[config.mk]
export PLATFORM = sky130hd
export DESIGN_NAME = mem_bus_arbiter
export DESIGN_NICKNAME = d
export VERILOG_FILES = /design/src/rtl/mem_bus_arbiter_pkg.sv /design/src/rtl/mem_bus_arbiter_rr_pick.sv /design/src/rtl/mem_bus_arbiter.sv
export SDC_FILE = /design/constraint.sdc
export NUM_CORES = 1
export LEC_CHECK = 0
export BUFFER_PORTS_ARGS = -buffer_cell sky130_fd_sc_hd__buf_4
export CORE_AREA = 2 2 121 123
export CTS_BUF_LIST = sky130_fd_sc_hd__clkbuf_4
export CTS_CLUSTER_DIAMETER = 50
export DETAILED_ROUTE_END_ITERATION = 8
export DIE_AREA = 0 0 123 125
export GPL_TIMING_DRIVEN = 0
export SETUP_SLACK_MARGIN = 0.02
export SLEW_MARGIN = 20
export SYNTH_ARGS = -nofsm -noshare
export SYNTH_HDL_FRONTEND = slang
export SYNTH_HIERARCHICAL = 1
export SYNTH_SLANG_ARGS = --single-unit
export TNS_END_PERCENT = 50
[constraint.sdc]
create_clock -name clk -period 2.1 [get_ports clk]
set_input_delay 0.315 -clock clk [delete_from_list [all_inputs] [get_ports clk]]
set_output_delay 0.315 -clock clk [all_outputs]
set_load 0.03 [all_outputs]
[src/rtl/mem_bus_arbiter_pkg.sv]
// mem_bus_arbiter_pkg: Avalon request/response types and arbiter state enum shared by the arbiter slice
package mem_bus_arbiter_pkg;
  localparam int ADDR_W = 32;
  localparam int DATA_W = 32;
  localparam int BE_W = 4;
  typedef struct packed {
    logic              read;
    logic              write;
    logic [ADDR_W-1:0] address;
    logic [DATA_W-1:0] writedata;
    logic [BE_W-1:0]   byte_enable;
  } avalon_req_t;
  typedef struct packed {
    logic [DATA_W-1:0] readdata;
    logic              waitrequest;
  } avalon_resp_t;
  typedef enum logic {IDLE, BUSY} arb_state_t;
endpackage

[src/rtl/mem_bus_arbiter_rr_pick.sv]
// rr_pick: round-robin winner (active[N], rr_ptr[W] -> any_active, winner[W]) via rotate, first-one scan, un-rotate
module rr_pick #(
  parameter int N = 2,
  parameter int W = 1
) (
  input  logic [N-1:0] active,
  input  logic [W-1:0] rr_ptr,
  output logic         any_active,
  output logic [W-1:0] winner
);
  localparam logic [W:0] NV = (W+1)'(N);
  logic [N-1:0] rot;
  logic [W-1:0] off;
  logic [W:0]   sum;
  always_comb begin
    rot = N'({active, active} >> rr_ptr);
    off = '0;
    for (int i = N - 1; i >= 0; i--) off = rot[i] ? W'(i) : off;
    sum = {1'b0, rr_ptr} + {1'b0, off};
    winner = (sum >= NV) ? W'(sum - NV) : W'(sum);
    any_active = |active;
  end
endmodule

[src/rtl/mem_bus_arbiter.sv]
// mem_bus_arbiter: zero-latency round-robin arbiter sharing one Avalon port (clk, rst, master_req/master_resp[N] <-> mem_req/mem_resp)
module mem_bus_arbiter
  import mem_bus_arbiter_pkg::*;
#(
  parameter int NUM_MASTERS = 2,
  parameter int MASTER_ID_WIDTH = NUM_MASTERS == 1 ? 1 : $clog2(NUM_MASTERS)
) (
  input  logic         clk,
  input  logic         rst,
  input  avalon_req_t  master_req [NUM_MASTERS],
  output avalon_resp_t master_resp [NUM_MASTERS],
  output avalon_req_t  mem_req,
  input  avalon_resp_t mem_resp
);
  localparam logic [MASTER_ID_WIDTH-1:0] LAST = MASTER_ID_WIDTH'(NUM_MASTERS - 1);
  arb_state_t state, state_n;
  logic [MASTER_ID_WIDTH-1:0] rr_ptr, rr_n, owner, owner_n, winner, sel;
  logic [NUM_MASTERS-1:0] active;
  logic any_active, go;
  for (genvar i = 0; i < NUM_MASTERS; i++) begin : g_act
    assign active[i] = master_req[i].read | master_req[i].write;
  end
  rr_pick #(.N(NUM_MASTERS), .W(MASTER_ID_WIDTH)) u_pick (
    .active(active),
    .rr_ptr(rr_ptr),
    .any_active(any_active),
    .winner(winner)
  );
  // With nobody active, sel falls back to master 0 so its address/data are forwarded.
  // A dropped owner or an idle bus already has read/write low, so only reset needs gating.
  always_comb begin
    sel = (state == BUSY) ? owner : (any_active ? winner : '0);
    go = (state == BUSY) ? active[sel] : any_active;
    mem_req = master_req[sel];
    mem_req.read = master_req[sel].read & ~rst;
    mem_req.write = master_req[sel].write & ~rst;
    for (int i = 0; i < NUM_MASTERS; i++) begin
      master_resp[i].readdata = mem_resp.readdata;
      master_resp[i].waitrequest = active[i] & (rst | (MASTER_ID_WIDTH'(i) != sel) | mem_resp.waitrequest);
    end
    state_n = go ? (mem_resp.waitrequest ? BUSY : IDLE) : IDLE;
    owner_n = (go && mem_resp.waitrequest) ? sel : owner;
    rr_n = (go && !mem_resp.waitrequest) ? ((sel == LAST) ? '0 : sel + 1'b1) : rr_ptr;
  end
  always_ff @(posedge clk) begin
    if (rst) begin
      state <= IDLE;
      rr_ptr <= '0;
      owner <= '0;
    end else begin
      state <= state_n;
      rr_ptr <= rr_n;
      owner <= owner_n;
    end
  end
endmodule
After elaboration in Yosys (flattened, before gate mapping)
Cells that the tools add are included.

Bits in registers: 3. Input port bits: 175. Output and inout port bits: 136.

Add/sub/neg operators: 3. $lt $le $gt $ge: 3. Shift operators: 1. Muxes and demuxes: 13. Bitwise operators: 14. Reductions and logical operators: 5.

Operators with widths (count): 70-bit 2-to-1 mux (3); 1-bit 2-to-1 mux (10); 1-bit bitwise OR (6); 1-bit AND (4); 2-bit >= comparator (second input constant) (2); 2-bit OR reduction (2); 4-bit by 1-bit right shift with 2-bit output (1); 1-bit NOT (3); 1-bit by 1-bit adder with 2-bit output (1); 1-bit logical AND (2); 1-bit by 2-bit less-than comparator with 1-bit output (second input constant) (1); 1-bit NOT with 2-bit output (1); 1-bit adder (second input constant) (1); 1-bit logical NOT (1); 1-bit subtractor (second input constant) (1).

Depth between registers and ports, before layout
Gate-level depths: netlist of the first run.

Depth in word-level cells: 14. Gate-level depth with buffers: 8. Gate-level depth less buffers: 7.

Cells and area by module
Netlist of the first run, hierarchy kept.

Modules (own cells, without submodules): mem_bus_arbiter (instances 1, cells an instance 166, area each 1550.2 µm², sequential area each 60.1 µm²); rr_pick (instances 1, cells an instance 4, area each 18.8 µm², sequential area each 0.0 µm²).

Worst setup path before layout of the first run
Ideal clock, no wire load.

Path type: in2out. Start point: input master_req[69] in the netlist's numbering. End point: output mem_req[68] in the netlist's numbering. Data arrival time: 1.959 ns. Slack: -0.174 ns. Stages on the path: 7. Cells stage by stage: or2_2 > or2_1 > nor2b_2 > a22oi_4 > buf_6 > mux2i_1 > nor2_1.

RTL lines: from (decl) (RTL line mem_bus_arbiter.sv:10) `input avalon_req_t master_req [NUM_MASTERS],`; to (decl) (RTL line mem_bus_arbiter.sv:12) `output avalon_req_t mem_req,`.

==> metrics.log, run 1 <==
INFO  metric outcome = complete, but fails checks
INFO  metric violated_checks = setup timing
INFO  metric num_vias = 2328
INFO  metric cts_tree = yes
INFO  metric largest_net_degree_at_the_start_of_global_routing = 11
INFO  metric design_area = 4168 um^2
INFO  metric cts_max_path_buffers = 2
INFO  metric worst_skew_pair.late_latency = 0.24 ns
INFO  metric design.die.area = 15380 um^2
INFO  metric fraction_of_the_yosys_area_taken_by_sequential_cells = 3.828%
INFO  metric path_max_fanout = 7
INFO  metric worst_r2r_endpoint = rr_ptr
INFO  metric unrepaired_setup_endpoints_after_global_routing = true
INFO  metric clock-sinks = 3
INFO  metric starting_density_of_the_core = 11.05%
INFO  metric layout_worst_path_cycle_share = 111.9%
INFO  metric grt_pass1_wl = 11.16 mm
INFO  metric reg2regPathDepth = 4
INFO  metric setup.worst_path.start_class = input port
INFO  metric synth_area_leader_cell = sky130_fd_sc_hd__mux2_2
INFO  metric grt.overflow.total = 0
INFO  metric diodes = 0
INFO  metric cts-htree-levels = 1
INFO  metric critical_path_required = 1.78 ns
INFO  metric synthDistinctLibCells = 22
INFO  metric reg2reg_setup_slack = 0.64 ns
INFO  metric die_width = 123 um
INFO  metric dp_hpwl = 7.203 mm
INFO  metric min_to = owner
INFO  metric antenna_found_initial = 0
INFO  metric share_of_the_synthesized_area_in_the_top_cell_type = 48.80%
INFO  metric drc_errors = 0
INFO  metric max_slew.worst_pin.slew = 0.3029 ns
INFO  metric hold_class = in2reg
INFO  metric route.detailed.vias_per_inst = 3.615
INFO  metric place_congestion = 0.7296
INFO  metric route.final.wire_length = 8.315 mm
INFO  metric ffs_latches_synth = 3
INFO  metric avgRoutedWirePerCell = 12.91 um
INFO  metric drtPass1Iterations = 4
INFO  metric worst_hold_startpoint = rst
INFO  metric leakage = 2.247 nW
INFO  metric detailed_place.area = 3899 um^2
INFO  metric ys_warn_count = 6
INFO  metric layout.core_utilization = 29.34%
INFO  metric path_class = in2out
INFO  metric core_region_area = 14200 um^2
INFO  metric buffer_ports.inserted = 278
INFO  metric timing.max_cap.violations = 0
INFO  metric synthCells = 170
INFO  metric layout_min_cycle_time = 2.350 ns
INFO  metric cts_hold_buf = 0
INFO  metric hold-path-cell-count = 2
INFO  metric finalClockSkew = 0.002823 ns
INFO  metric placementRows = 44
INFO  metric detail-route-antenna-nets = 0
INFO  metric setup.worst_path.end_class = output pin
INFO  metric floorplan.die.height = 125 um
INFO  metric design.portCount = 311
INFO  metric drt_iter0_drc = 21
INFO  metric timing.final.max_slew_violations = 0
INFO  metric critical_path_arrival = 2.04 ns
INFO  metric r2r-start = owner
INFO  metric cts_root_buf = sky130_fd_sc_hd__clkbuf_4
INFO  metric timing.final.setup_violations = 70
INFO  metric worst_slack = -0.2501 ns
INFO  metric final-hold-violation-count = 0
INFO  metric numCtsBuffers = 3
INFO  metric reg_clk_slew_reported_paths = 0.04 ns
INFO  metric max_freq = 0.4255 GHz
INFO  metric synthesis.area = 1569 um^2
INFO  metric syn2layout_area_growth = 165.6%
INFO  metric vias_in_the_first_global_route = 2370
INFO  metric total_track_usage = 9.208%
INFO  metric synth_fp_nets = 345
INFO  metric synth_top_cells_by_area = sky130_fd_sc_hd__mux2_2 (49%), sky130_fd_sc_hd__buf_4 (31%), sky130_fd_sc_hd__buf_6 (5.0%), sky130_fd_sc_hd__dfxtp_1 (3.8%), sky130_fd_sc_hd__mux2i_1 (1.9%)
INFO  metric drive_above_1_share = 94.78%
INFO  metric power_density = 421.0 nW/um^2
INFO  metric final_net_count = 636
INFO  metric worst_slew_margin_rel = 79.78%
INFO  metric ir_drop = 0.1451 mV
INFO  metric synth_area_per_cell = 9.229 um^2
## routing by layer
layer | global-route usage [%] | routed length [um] | share of wire, % | vias up
li1 | - | - | - | 1111
met1 | 7.966 | 2457 | 30 | 1015
met2 | 20.31 | 4653 | 56 | 196
met4 | 1.939 | 81 | 0.97 | 0
met5 | 0 | 0 | 0 | -
met3 | 1.916 | 1123 | 14 | 6
## through the flow
stage | total power [mW] | setup slack (ns) | setup TNS, ns | instances | hold slack [ns]
global placement | 1.526 | -0.5504 | -33.89 | 632 | 0.5299
CTS | 1.755 | -0.2705 | -15.93 | 644 | 0.2925
floorplan | 0.9386 | -0.005559 | -0.2294 | 170 | 0.3841
detailed placement | 1.535 | -0.5465 | -34.03 | 632 | 0.5333
global route | 1.844 | -0.3123 | -19.42 | 644 | 0.2911
finish | 1.755 | -0.2501 | -15.08 | 644 | 0.3026
## how the worst max path moves through the flow
stage              startpoint     endpoint  cells past startpoint
2_1_floorplan  master_req[69]  mem_req[56]                      6
3_3_place_gp   master_req[69]  mem_req[17]                      8
3_5_place_dp   master_req[69]  mem_req[22]                      8
4_1_cts        master_req[69]  mem_req[63]                     10
5_1_grt        master_req[69]  mem_req[15]                      9
6_report       master_req[69]  mem_req[63]                     10
## final cells by class
| type | instances | area (um^2) |
|---|---|---|
| flip-flops and latches | 3 | 60.06 |
| well taps | 184 | 230.2 |
| clock buffers | 4 | 30.03 |
| inverters | 3 | 11.26 |
| fillers | 1479 | 10040 |
| plain buffers | 71 | 583.1 |
| multi-input cells | 93 | 1010 |
| repair buffers | 286 | 2243 |
## cell usage after synthesis (all sizes together)
library cell,number
a21oi,1
a22oi,1
a31oi,2
buf,71
dfxtp,3
inv,3
mux2,68
mux2i,3
nand2,3
nand3,1
nor2,4
nor2b,1
nor3,1
o21ai,1
o21bai,1
o311a,1
o31a,1
or2,2
or3,1
or3b,1
## where the power goes
group | total (mW) | internal [mW] | switching, mW
registers | 0.0681 | 0.0617 | 0.00639
logic | 1.57 | 0.801 | 0.766
clock network | 0.119 | 0.0844 | 0.0345
## cell usage in the layout (no fill, tap or decap), drive strengths merged
cell type	n
buf	357
mux2	68
clkbuf	4
nor2	4
inv	3
mux2i	3
nand2	3
dfxtp	3
a31oi	2
or2	2
nor2b	1
a22oi	1
o31a	1
or3b	1
or3	1
o21bai	1
o311a	1
nand3	1
a21oi	1
nor3	1
o21ai	1
## flip-flops by register name (all words and copies together) (netlist names)
signal and cells:
rr_ptr 1, state 1, owner 1
## cells by family (layout without fill, tap and decap cells)
group / Yosys count / count (layout) / synth area share [%]
compound gates: 8 / 8 / 4.465
buf+inv: 74 / 364 / 36.36
flops: 3 / 3 / 3.828
mux: 71 / 71 / 50.72
simple gates: 14 / 14 / 4.625
## critical path, stage by stage
cell                      delay [ns]
sky130_fd_sc_hd__buf_6          0.09
sky130_fd_sc_hd__or2_4          0.25
sky130_fd_sc_hd__or2_1          0.22
sky130_fd_sc_hd__nor2b_4        0.14
sky130_fd_sc_hd__a22oi_4        0.17
sky130_fd_sc_hd__buf_12         0.18
sky130_fd_sc_hd__buf_4          0.12
sky130_fd_sc_hd__buf_4          0.11
sky130_fd_sc_hd__mux2_4         0.30
sky130_fd_sc_hd__buf_6          0.14
## repair_timing
item | 4_1_cts | 5_1_grt
endpoints found under the setup margin | 72 | 72
setup buffers | 7 | 0
pin swaps | 1 | 1
gates resized for setup | 29 | 11
cloned | 1 | 0
No activity file was read; power rests on OpenSTA's default activity.
==> run 2: changes to the inputs <==
--- a/config.mk
+++ b/config.mk
@@ -5,7 +5,7 @@
 export SDC_FILE = /design/constraint.sdc
 export NUM_CORES = 1
 export LEC_CHECK = 0
-export BUFFER_PORTS_ARGS = -buffer_cell sky130_fd_sc_hd__buf_4
+export BUFFER_PORTS_ARGS = -buffer_cell sky130_fd_sc_hd__buf_2
 export CORE_AREA = 2 2 121 123
 export CTS_BUF_LIST = sky130_fd_sc_hd__clkbuf_4
 export CTS_CLUSTER_DIAMETER = 50
==> constraint.sdc (replaced) <==
create_clock -name clk -period 2.1 [get_ports clk]
set_input_delay 0.315 -clock clk [delete_from_list [all_inputs] [get_ports clk]]
set_output_delay 0.315 -clock clk [all_outputs]
set_load 0.05 [all_outputs]
==> run 2 against run 1 <==
Compared with the run above:
- the run still ends with setup timing left
- maximum frequency is 1.5% lower
- global-route usage is 0.18 points lower
- register-to-register slack better by 0.04 ns
- count of clock-buffer cells in the layout stayed put
- wire length is 1.0% lower
- total power is 30% higher
- utilization is 0.62 points higher
- clock skew is 0.00084 ns lower
- combinational power is 33% higher
- worst hold slack better by 0.084 ns
- sequential share of layout area hardly changed
- critical path depth stayed put
- largest cell class unchanged
==> metrics.log, run 2 (synthesized netlist as in run 1, its figures left out) <==
INFO  metric outcome = complete, but fails checks (unchanged)
INFO  metric violated_checks = setup timing (unchanged)
INFO  metric core_region_area = 14200 um^2 (unchanged)
INFO  metric reg2regPathDepth = 4 (unchanged)
INFO  metric setup.worst_path.end_class = output pin (unchanged)
INFO  metric antenna_found_initial = 2 (was 0)
INFO  metric timing.final.max_slew_violations = 0 (unchanged)
INFO  metric drc_errors = 0 (unchanged)
INFO  metric path_class = in2out (unchanged)
INFO  metric layout.core_utilization = 29.96% (was 29.34%)
INFO  metric cts_root_buf = sky130_fd_sc_hd__clkbuf_4 (unchanged)
INFO  metric cts_max_path_buffers = 2 (unchanged)
INFO  metric floorplan.die.height = 125 um (unchanged)
INFO  metric worst_slew_margin_rel = 79.95% (was 79.78%)
INFO  metric starting_density_of_the_core = 11.05% (unchanged)
INFO  metric dp_worst_setup_slack = -0.6358 ns (was -0.5465 ns)
INFO  metric timing.final.setup_violations = 70 (unchanged)
INFO  metric vias_in_the_first_global_route = 2288 (was 2370)
INFO  metric power.net_switching = 1.203 mW (was 806.9 uW)
INFO  metric layout_min_cycle_time = 2.385 ns (was 2.350 ns)
INFO  metric internal_power = 1.072 mW (was 947.6 uW)
INFO  metric finalClockSkew = 0.001981 ns (was 0.002823 ns)
INFO  metric cpMaxStageDelayCell = sky130_fd_sc_hd__mux2_4 (unchanged)
INFO  metric num_vias = 2374 (was 2328)
INFO  metric total_track_usage = 9.024% (was 9.208%)
INFO  metric total_power_consumption_of_the_routed_design = 2.275 mW (was 1.755 mW)
INFO  metric design.die.area = 15380 um^2 (unchanged)
INFO  metric power.sequential.fraction = 3.0% (was 3.9%)
INFO  metric route.final.wire_length = 8.231 mm (was 8.315 mm)
INFO  metric drtPass1Iterations = 4 (unchanged)
INFO  metric die_width = 123 um (unchanged)
INFO  metric place_congestion = 0.7806 (was 0.7296)
INFO  metric hold-path-cell-count = 3 (was 2)
INFO  metric area_of_the_multi_input_gates = 1159 um^2 (was 1010 um^2)
INFO  metric mostFrequentLayoutCell = sky130_fd_sc_hd__buf_2 (was sky130_fd_sc_hd__buf_4)
INFO  metric power_density = 534.5 nW/um^2 (was 421.0 nW/um^2)
INFO  metric max_freq = 0.4193 GHz (was 0.4255 GHz)
INFO  metric leakage = 2.384 nW (was 2.247 nW)
INFO  metric min_to = state (was owner)
INFO  metric path_max_fanout = 5 (was 7)
INFO  metric drt_iter0_drc = 38 (was 21)
INFO  metric grt_pass1_wl = 10.85 mm (was 11.16 mm)
INFO  metric detail-route-antenna-nets = 0 (unchanged)
INFO  metric layout.cells.most_common_list = sky130_fd_sc_hd__buf_2 (205), sky130_fd_sc_hd__buf_4 (69), sky130_fd_sc_hd__buf_6 (58), sky130_fd_sc_hd__mux2_4 (43), sky130_fd_sc_hd__mux2_2 (25) (was sky130_fd_sc_hd__buf_4 (331), sky130_fd_sc_hd__mux2_2 (54), sky130_fd_sc_hd__buf_6 (19), sky130_fd_sc_hd__mux2_4 (14))
INFO  metric dp_hpwl = 6.629 mm (was 7.203 mm)
INFO  metric cts-htree-levels = 1 (unchanged)
INFO  metric reg_clk_slew_reported_paths = 0.04 ns (about the same)
INFO  metric avgRoutedWirePerCell = 12.62 um (was 12.91 um)
INFO  metric critical_path_arrival = 2.07 ns (was 2.04 ns)
INFO  metric max_slew.worst_pin.slew = 0.2994 ns (was 0.3029 ns)
INFO  metric hold_class = in2reg (unchanged)
INFO  metric final.fill_count = 1511 (was 1479)
INFO  metric unrepaired_setup_endpoints_after_global_routing = true (unchanged)
INFO  metric r2r-start = owner (unchanged)
INFO  metric cts_hold_buf = 0 (unchanged)
INFO  metric worst_slack = -0.2850 ns (was -0.2501 ns)
INFO  metric p_sw_share = 52.87% (was 45.99%)
INFO  metric fin_worst_hold_slack = 0.3865 ns (was 0.3026 ns)
INFO  metric register_area = 60.06 um^2 (unchanged)
INFO  metric final_net_count = 643 (was 636)
INFO  metric clkPwrFrac = 5.0% (was 6.8%)
INFO  metric design.portCount = 311 (unchanged)
INFO  metric drive_above_1_share = 95.50% (was 94.78%)
INFO  metric worst_hold_startpoint = mem_resp[0] (was rst)
INFO  metric cts_tree = yes (unchanged)
INFO  metric worstPathCellList = buf_8 > or2_4 > or2_1 > nor2b_4 > a22oi_4 > buf_12 > buf_12 > buf_16 > mux2_4 > buf_8 (was buf_6 > or2_4 > or2_1 > nor2b_4 > a22oi_4 > buf_12 > buf_4 > buf_4 > mux2_4 > buf_6)
INFO  metric clock-sinks = 3 (unchanged)
INFO  metric layout_worst_path_cycle_share = 113.6% (was 111.9%)
INFO  metric largest_net_degree_at_the_start_of_global_routing = 11 (unchanged)
INFO  metric final-hold-violation-count = 0 (unchanged)
INFO  metric comb_power_share = 92.0% (was 89.3%)
INFO  metric grt.overflow.total = 0 (unchanged)
INFO  metric critical_path_required = 1.78 ns (about the same)
INFO  metric critPathMaxStageDelay = 0.31 ns (was 0.30 ns)
INFO  metric numCtsBuffers = 3 (unchanged)
INFO  metric placementRows = 44 (unchanged)
INFO  metric route.detailed.vias_per_inst = 3.641 (was 3.615)
INFO  metric timing.max_cap.violations = 0 (unchanged)
INFO  metric setup.worst_path.start_class = input port (unchanged)
INFO  metric reg2reg_setup_slack = 0.68 ns (was 0.64 ns)
INFO  metric top_registers = owner: 1 flops, rr_ptr: 1 flops, state: 1 flops (unchanged)
INFO  metric ir_drop = 0.2369 mV (was 0.1451 mV)
INFO  metric buffer_ports.inserted = 278 (unchanged)
INFO  metric worst_skew_pair.late_latency = 0.23 ns (was 0.24 ns)
INFO  metric syn2layout_area_growth = 171.2% (was 165.6%)
INFO  metric worst_r2r_endpoint = rr_ptr (unchanged)
## run 2: metrics by stage
step	instance area (um^2)	std cells	TNS, ns
detailed placement	3331	632	-43.09
global route	4255	652	-20.41
CTS	4184	652	-19.25
global placement	3331	632	-43.04
floorplan	1709	170	-2.306
finish	4255	652	-15.78
## run 2: worst max path at each step
| stage | start | endpoint | slack, ns | depth (start not counted) |
|---|---|---|---|---|
| 2_1_floorplan | master_req[139] | master_resp[33] | -0.13 | 6 |
| 3_3_place_gp | master_req[69] | mem_req[51] | -0.64 | 8 |
| 3_5_place_dp | master_req[69] | mem_req[51] | -0.64 | 8 |
| 4_1_cts | master_req[69] | mem_req[59] | -0.32 | 10 |
| 5_1_grt | master_req[139] | mem_req[13] | -0.35 | 11 |
| 6_report | master_req[69] | mem_req[18] | -0.29 | 10 |
## run 2: worst max-delay path: cells and delay by family
kind | cells | cell delay, ns
buffers and inverters | 5 | 0.65
multiplexers | 1 | 0.31
AO/OA/AOI/OAI | 1 | 0.20
AND/OR/NAND/NOR | 3 | 0.58
## run 2: final cells by class
class                   count  share of cell area [%]
diodes                      1                 0.05881
plain buffers              70                   13.76
clock buffers               4                  0.7057
inverters                   3                  0.2646
multi-input cells          93                   27.23
flip-flops and latches      3                   1.411
well taps                 184                   5.410
repair buffers            294                   51.16
## run 2: metal layers
metal  global-route usage [%]  part of all wire (%)  vias up
met4                    2.941                   1.6        2
met5                        0                  0.16        -
met2                    19.14                    56      186
met3                    1.597                    12       12
met1                    8.193                    30     1047
li1                         -                     -     1127
## run 2: timing repair
action,CTS,global route
setup buffers,12,1
setup endpoints to repair,72,72
pin swaps,1,1
gates resized for setup,171,30
gates cloned,4,1
endpoints found under the hold margin,0,0
## run 2: power groups by stage
stage / clock (mW) / sequential [mW] / combinational (mW)
floorplan: 0 / 0.0674 / 1.27
global placement: 0 / 0.0686 / 1.64
detailed placement: 0 / 0.0686 / 1.64
CTS: 0.121 / 0.0677 / 2.07
global route: 0.121 / 0.0684 / 2.18
finish: 0.115 / 0.0678 / 2.09
